===== config.mk =====
export PLATFORM = sky130hd
export DESIGN_NAME = divisor_de_inmediato
export DESIGN_NICKNAME = d
export VERILOG_FILES = /design/src/rtl/divisor_de_inmediato_pkg.sv /design/src/rtl/divisor_de_inmediato_clasificador.sv /design/src/rtl/divisor_de_inmediato.sv
export SDC_FILE = /design/constraint.sdc
export NUM_CORES = 1
export LEC_CHECK = 0
export ABC_AREA = 1
export ABC_CLOCK_PERIOD_IN_PS = 2200
export BUFFER_PORTS_ARGS = -buffer_cell sky130_fd_sc_hd__buf_4
export CAP_MARGIN = 20
export CORE_MARGIN = 1.5
export CORE_UTILIZATION = 53
export CTS_CLUSTER_DIAMETER = 120
export DETAILED_ROUTE_END_ITERATION = 10
export PLACE_DENSITY = 0.79
export REMOVE_ABC_BUFFERS = 1
export SKIP_LAST_GASP = 1
export SYNTH_ARGS = -nofsm -noshare
export SYNTH_HDL_FRONTEND = slang
export SYNTH_SLANG_ARGS = --single-unit

===== constraint.sdc =====
create_clock -name clk -period 2.2 [get_ports clk]
set_input_delay 0.44 -clock clk [delete_from_list [all_inputs] [get_ports clk]]
set_output_delay 0.44 -clock clk [all_outputs]
set_load 0.005 [all_outputs]

===== src/rtl/divisor_de_inmediato_pkg.sv =====
// rtl/divisor_de_inmediato_pkg.sv - shared constants and state encoding for immediate splitting
package pkg_inmediatos;

    localparam logic TIPO_ADDI = 1'b0;
    localparam logic TIPO_LUI  = 1'b1;

    localparam logic BASE_X0 = 1'b0;
    localparam logic BASE_RD = 1'b1;

    localparam int          ANCHO_BAJO = 12;
    localparam logic [31:0] REDONDEO   = 32'h0000_0800;

    typedef enum logic [1:0] {
        IDLE       = 2'd0,
        EMIT_UNICO = 2'd1,
        EMIT_LUI   = 2'd2,
        EMIT_ADDI  = 2'd3
    } estado_t;

endpackage


===== src/rtl/divisor_de_inmediato_clasificador.sv =====
// rtl/divisor_de_inmediato_clasificador.sv - combinational split of a constant into hi/lo fields
module clasificador_de_inmediato
    import pkg_inmediatos::*;
(
    input  logic [31:0] valor,
    output logic        cabe12,
    output logic        bajo_cero,
    output logic [19:0] hi,
    output logic [11:0] lo
);

    logic [31:0] suma;

    // Rounding by 0x800 pre-compensates the sign extension of the low field.
    // Adding 0x800 leaves exactly 0x800 in the low field only when it was zero.
    always_comb begin
        suma      = valor + REDONDEO;
        cabe12    = (valor[31:ANCHO_BAJO-1] == {21{valor[ANCHO_BAJO-1]}});
        bajo_cero = (suma[ANCHO_BAJO-1:0] == REDONDEO[ANCHO_BAJO-1:0]);
        hi        = suma[31:ANCHO_BAJO];
        lo        = valor[ANCHO_BAJO-1:0];
    end

endmodule


===== src/rtl/divisor_de_inmediato.sv =====
// rtl/divisor_de_inmediato.sv - emits ADDI/LUI pieces rebuilding a 32-bit constant
module divisor_de_inmediato
    import pkg_inmediatos::*;
#(
    parameter int ANCHO_DATO   = 32,
    parameter int ANCHO_CUENTA = 16
) (
    input  logic                    clk,
    input  logic                    rst,
    input  logic                    in_valid,
    output logic                    in_ready,
    input  logic [ANCHO_DATO-1:0]   valor,
    input  logic [4:0]              rd,
    output logic                    out_valid,
    input  logic                    out_ready,
    output logic                    out_tipo,
    output logic [19:0]             out_inmediato,
    output logic                    out_base,
    output logic [4:0]              out_rd,
    output logic                    out_ultimo,
    output logic [ANCHO_CUENTA-1:0] cuenta_pares
);

    estado_t estado_q, estado_d;

    logic                    out_valid_q, out_valid_d;
    logic                    out_tipo_q, out_tipo_d;
    logic [19:0]             out_inmediato_q, out_inmediato_d;
    logic                    out_base_q, out_base_d;
    logic [4:0]              out_rd_q, out_rd_d;
    logic                    out_ultimo_q, out_ultimo_d;
    logic [11:0]             lo_q, lo_d;
    logic [ANCHO_CUENTA-1:0] cuenta_q, cuenta_d;

    logic        cabe12, bajo_cero;
    logic [19:0] hi;
    logic [11:0] lo;
    logic        acepta, entrega;

    clasificador_de_inmediato u_clasificador (
        .valor     (valor),
        .cabe12    (cabe12),
        .bajo_cero (bajo_cero),
        .hi        (hi),
        .lo        (lo)
    );

    assign in_ready = (estado_q == IDLE) && !rst;
    assign acepta   = in_valid && in_ready;
    assign entrega  = out_valid_q && out_ready;

    // State and output registers; reset discards any pending piece and the counter.
    always_ff @(posedge clk) begin
        if (rst) begin
            estado_q        <= IDLE;
            out_valid_q     <= 1'b0;
            out_tipo_q      <= TIPO_ADDI;
            out_inmediato_q <= '0;
            out_base_q      <= BASE_X0;
            out_rd_q        <= '0;
            out_ultimo_q    <= 1'b0;
            lo_q            <= '0;
            cuenta_q        <= '0;
        end else begin
            estado_q        <= estado_d;
            out_valid_q     <= out_valid_d;
            out_tipo_q      <= out_tipo_d;
            out_inmediato_q <= out_inmediato_d;
            out_base_q      <= out_base_d;
            out_rd_q        <= out_rd_d;
            out_ultimo_q    <= out_ultimo_d;
            lo_q            <= lo_d;
            cuenta_q        <= cuenta_d;
        end
    end

    // Next state: single pieces return to IDLE after one handshake, pairs go LUI then ADDI.
    always_comb begin
        estado_d = estado_q;
        case (estado_q)
            IDLE:       if (acepta)  estado_d = (cabe12 || bajo_cero) ? EMIT_UNICO : EMIT_LUI;
            EMIT_UNICO: if (entrega) estado_d = IDLE;
            EMIT_LUI:   if (entrega) estado_d = EMIT_ADDI;
            EMIT_ADDI:  if (entrega) estado_d = IDLE;
            default:    estado_d = IDLE;
        endcase
    end

    // Output fields: load the first piece on acceptance, the ADDI on the LUI handshake, hold otherwise.
    always_comb begin
        out_valid_d     = out_valid_q;
        out_tipo_d      = out_tipo_q;
        out_inmediato_d = out_inmediato_q;
        out_base_d      = out_base_q;
        out_rd_d        = out_rd_q;
        out_ultimo_d    = out_ultimo_q;
        lo_d            = lo_q;
        cuenta_d        = cuenta_q;
        case (estado_q)
            IDLE: begin
                if (acepta) begin
                    out_valid_d = 1'b1;
                    out_rd_d    = rd;
                    out_base_d  = BASE_X0;
                    lo_d        = lo;
                    if (cabe12) begin
                        out_tipo_d      = TIPO_ADDI;
                        out_inmediato_d = {8'h00, lo};
                        out_ultimo_d    = 1'b1;
                    end else if (bajo_cero) begin
                        out_tipo_d      = TIPO_LUI;
                        out_inmediato_d = hi;
                        out_ultimo_d    = 1'b1;
                    end else begin
                        out_tipo_d      = TIPO_LUI;
                        out_inmediato_d = hi;
                        out_ultimo_d    = 1'b0;
                        cuenta_d        = cuenta_q + 1'b1;
                    end
                end
            end
            EMIT_LUI: begin
                if (entrega) begin
                    out_tipo_d      = TIPO_ADDI;
                    out_inmediato_d = {8'h00, lo_q};
                    out_base_d      = BASE_RD;
                    out_ultimo_d    = 1'b1;
                end
            end
            EMIT_UNICO, EMIT_ADDI: begin
                if (entrega) out_valid_d = 1'b0;
            end
            default: out_valid_d = 1'b0;
        endcase
    end

    assign out_valid     = out_valid_q;
    assign out_tipo      = out_tipo_q;
    assign out_inmediato = out_inmediato_q;
    assign out_base      = out_base_q;
    assign out_rd        = out_rd_q;
    assign out_ultimo    = out_ultimo_q;
    assign cuenta_pares  = cuenta_q;

endmodule


# After elaboration in Yosys (flattened, before gate mapping)
# Cells that the tools add are included.
# op_classes
n_reduce_logical	14
n_addsub	2
n_eq_ne	8
muxes	22
bitwise	2
# op_table
cell	n
20-bit two-way mux	3
20-bit one-hot mux with 2 select lines	1
32-bit by 12-bit adder with 32-bit output, second input constant	1
20-bit equality test	1
16-bit by 1-bit adder with 16-bit output, second input constant	1
12-bit equality test, second input constant	1
1-bit two-way mux	9
3-bit AND reduction	3
2-bit two-way mux	4
1-bit one-hot mux with 2 select lines	4
2-bit one-hot mux with 3 select lines	1
2-bit equality test, second input constant	2
2-bit inequality test, second input constant	2
4-bit AND reduction	1
2-bit nonzero test	2
1-bit logical AND	3
2-bit by 1-bit equality test with 1-bit output, second input constant	1
2-bit logical NOT	1
2-bit by 1-bit inequality test with 1-bit output, second input constant	1
1-bit NOT	2
2-bit AND reduction	1
2-bit OR reduction	1
1-bit logical NOT	1
1-bit logical OR	1
# word_totals
output_inout_bits	46
ff_bits	59
in_bits	41

# Longest topological paths before layout
# logic_depth
ltp_word	6
mapped_depth	13
mapped_depth_nobuf	11

# By module
# Synthesis repeated with hierarchy kept, for this count alone.
# hier_totals
cells_unflattened	564
area_unflattened_um2	3577.2
# by_module_without_submodules
module	cells_each	seq_area_each_um2	area_per_inst_um2	instances
divisor_de_inmediato	412	1181.1	2732.6	1
clasificador_de_inmediato	152	0.0	844.6	1

# Least setup slack after synthesis
# OpenSTA, ideal clock, no wires.
# synth_path
kind	input to register
startpoint	input valor[11]
endpoint	register cuenta_q[6] (netlist: cuenta_pares[6])
path_slack_ns	0.498
n_path_buf	1
path_stages	10
t_required_ns	2.068
t_arrival_ns	1.570
setup_ns	0.132
cell_sequence	ha_1 > nor2_1 > nand2_1 > nor2_4 > nand3_4 > nand3_4 > inv_2 > buf_4 > nand2_1 > a21oi_1
# synth_between
elab_chain_cells	4
word_cells_on_any_way	6
# synth_lines
element	line_no	rtl
start: declaration	divisor_de_inmediato.sv:12	input logic [ANCHO_DATO-1:0] valor,
32-bit by 12-bit adder with 32-bit output	divisor_de_inmediato_clasificador.sv:17	suma = valor + REDONDEO;
12-bit equality test	divisor_de_inmediato_clasificador.sv:19	bajo_cero = (suma[ANCHO_BAJO-1:0] == REDONDEO[ANCHO_BAJO-1:0]);
1-bit NOT (no line)	-	
4-bit AND reduction (no line) *	-	
end signal: assignment	divisor_de_inmediato.sv:73	cuenta_q <= cuenta_d;
end: declaration	divisor_de_inmediato.sv:33	logic [ANCHO_CUENTA-1:0] cuenta_q, cuenta_d;
# Mark *: on every way between the ends. The rest lies on a longest branch, timed or not.
# A chain may end at the register's enable or synchronous reset.

# Final worst setup path
# layout_path
startpoint	input valor[11]
endpoint	register cuenta_q[13] (netlist: cuenta_pares[13])
# The elaborated chain is that of the path after synthesis.

==> parameters.txt <==
Parameter                              Value

Outcome
  Result of the run    completed

Worst setup path
  Signal arrival time at the worst endpoint    1920 ps
  Critical path type    input pin to register
  Ordered list of cells on the worst path    buf_4 -> ha_1 -> nor2_1 -> nand2_1 -> nor2_4 -> nand3_4 -> nand3_4 -> inv_2 -> nand2_1 -> a21oi_1
  Max stage delay on crit path    310 ps
  Required arrival time at the worst endpoint    2410 ps
  Critical path fanouts, max    18
  Reg2Reg Setup Slack    520 ps
  Depth of the most critical reg-to-reg path    9
  Timing endpoint of the critical path    cuenta_pares[13]
  Worst r2r src    estado_q[1]
  Startpoint types    input pin
  Destination of the worst register-to-register timing path    out_inmediato[0]
  Worst setup path startpoint    valor[11]
  Worst-path cell with the longest stage delay    sky130_fd_sc_hd__ha_1
  Nature of the critical path endpoint    register

Global route
  Grt total ovfl    0
  First-pass GRT wire length    14600 microns
  Overall routing resource usage    27.9%
  Largest net degree at the start of global routing    31
  Initial antenna violation count    0
  Number of global-route vias before repair    3214

Synthesis
  Number of enable-type register cells in the synthesized netlist    0
  Post-Synthesis Cell Area    0.00334 sq mm
  Mean Syn Cell Area    6.58 sq um
  Count of unique library cells instantiated by Yosys    30
  Portion of synthesized cell area occupied by the leading cell type    35.4%
  Number of flip-flops and latches in the synthesized netlist    59
  Post-synthesis instance total    507
  Sequential element share of the synthesized area    35.4%
  Async set-reset flop share out of synthesis    0%
  Cells taking the most area after synthesis    sky130_fd_sc_hd__dfxtp_1, sky130_fd_sc_hd__nand2_1, sky130_fd_sc_hd__a21oi_1
  Commonest register cell after synthesis    sky130_fd_sc_hd__dfxtp_1
  Cell taking the most area after synthesis    sky130_fd_sc_hd__dfxtp_1
  Count of warnings emitted by yosys    0
  Most frequent cells after synthesis    sky130_fd_sc_hd__nand2_1, sky130_fd_sc_hd__dfxtp_1, sky130_fd_sc_hd__a21oi_1
  Library cell with the highest instance count after synthesis    sky130_fd_sc_hd__nand2_1

CTS
  Clock-pin transition on the worst setup and hold timing paths    70 ps
  Worst-skew pair later-pin latency    340 ps
  Maximum root-to-sink buffer count    2
  Clock buffer count from CTS    9
  Clock tree from TritonCTS    yes
  Hold-fix buffers, CTS    0
  CTS H-tree lvls    3
  TritonCTS Sinks    59
  Number of setup buffers added after CTS    0
  Root buf cell    sky130_fd_sc_hd__clkbuf_8
  CTS-repair resized insts    0

Route
  Count of antenna-violating nets left after detailed routing    0
  Total Wirelength    9030 microns
  Vias per inst    5.38
  Initial DRT Pass Iterations    5
  Routed wire per std cell    13.4 microns
  Overall via count from detail_route    3623
  DRC violation count after routing    0
  Count of routing violations after the opening detailed-route iteration    330

Worst hold path
  Hold Path Class    input pin to register

STA
  Pin slew with the least headroom to its limit    330 ps
  Final-report hold violation count    0
  Max-Slew Margin vs Limit    77.8%
  Final period demand of the worst path    1710 ps
  Worst Slack Setup Final    488 ps
  Final period util    77.8%
  RSZ-0062 raised after global routing    no
  Top achievable clock speed    584 MHz
  Worst setup skew after layout    15.3 ps
  Pins Over Slew Limit    0
  Number of endpoints failing setup at the final stage    0

Placed design
  Number of placed instances, taps included    658
  Worst slack, placed    154 ps
  Buffers added on ports    86
  Cell Area, Placed    0.00405 sq mm
  Post-detailed-placement half-perimeter wirelength    6620 microns
  Last weighted congestion value of the routability-driven placer    0.929

Die
  Initial Util    55.7%
  DIE HEIGHT    82.4 microns
  Die W    82.4 microns
  Cell Rows    28
  Top-level port count    87
  Placeable core area    0.00599 sq mm
  Die Footprint    0.00678 sq mm

Final layout
  Final non-filler cell area    0.00431 sq mm
  Finished Layout Cells    674
  Fraction of layout instances using a drive strength above 1    21.4%
  Signed area change from the synthesized netlist to the final layout    29.2%
  Fin nets    637
  Number of antenna repair diodes    0

Flow run
  Max-capacitance violation count    0

Pwr
  Total chip power    3.85 mW
  Power Dens Cells    893 mW/mm^2
  Worst voltage drop across the vdd grid    0.547 mV
  Leak    1.97 nW
## routing by layer
layer  up-vias  share of wire, %  global-route usage (%)
li1       1822                 -                       -
met1      1621                43                    36.1
met2       158                47                    45.1
met3        22               7.7                    5.05
met4         0               2.1                    12.4
met5         -                 0                       0
## kinds of logic after synthesis
group	Yosys count	share of synthesized area, %
buffers and inverters	73	9.07
XOR/XNOR	27	7.09
AND/OR/NAND/NOR	265	35.4
AO/OA/AOI/OAI	81	12.3
flip-flops	59	35.4
adder cells (fa/ha/maj)	2	0.750
## sequential cells by signal, summed over array words and instances (netlist names)
name,count
lo_q,12
out_inmediato,20
out_rd,5
estado_q,2
out_base,1
out_valid,1
out_ultimo,1
cuenta_pares,16
out_tipo,1
## how the worst min path moves through the flow
stage | startpoint | end | slack [ps] | cells after the start
detailed placement | lo_q[9] | lo_q[9] | 440 | 2
global route | rd[3] | out_rd[3] | 300 | 3
CTS | rd[3] | out_rd[3] | 300 | 3
floorplan | lo_q[10] | lo_q[10] | 430 | 2
global placement | lo_q[8] | lo_q[8] | 440 | 2
finish | rd[3] | out_rd[3] | 300 | 3
## stage by stage
step | utilization (%) | setup TNS, ps | hold WS [ps]
after floorplan | - | -7780 | 431
after global placement | 67.6 | 0 | 438
after detailed placement | 67.6 | 0 | 444
after CTS | 72.0 | 0 | 297
after global routing | 72.0 | 0 | 304
final | 72.0 | 0 | 303
## layout make-up
class	instances	area, sq um
well taps	75	93.8
clock buffers	12	165
fillers	527	1680
inverters	52	195
multi-input cells	375	1850
flip-flops and latches	59	1180
clock inverters	4	95.1
repair buffers	97	728
## where the power goes
part | internal (mW) | total [mW] | switching [mW]
Combinational | 0.503 | 1.22 | 0.720
Sequential | 1.26 | 1.35 | 0.0979
Clock | 0.844 | 1.27 | 0.428
Total | 2.60 | 3.85 | 1.25
## worst max-delay path, delay by kind of cell
kind                       cells  cell delay (ps)
and+or+nand+nor                6              770
buffers and inverters          2              340
adders and majority gates      1              310
AOI/OAI and AO/OA              1               60
## placed cells by master (no fill, tap or decap), drive strengths merged
| cell type | netlist | final |
|---|---|---|
| bufinv | 0 | 3 |
| dfxtp | 59 | 59 |
| o21bai | 1 | 1 |
| nand3 | 45 | 45 |
| or2 | 5 | 5 |
| nand2 | 148 | 148 |
| clkbuf | 12 | 12 |
| nand3b | 1 | 1 |
| a21oi | 49 | 49 |
| xnor2 | 4 | 4 |
| buf | 9 | 97 |
| clkinv | 0 | 1 |
| nor2 | 36 | 36 |
| nand4 | 17 | 17 |
| nor3 | 9 | 9 |
| nor4 | 4 | 4 |
| o21a | 1 | 1 |
| inv | 52 | 52 |
| o21ai | 29 | 29 |
| ha | 2 | 2 |
| o22ai | 1 | 1 |
| xor2 | 23 | 23 |
(Power assumes the default switching activity.)
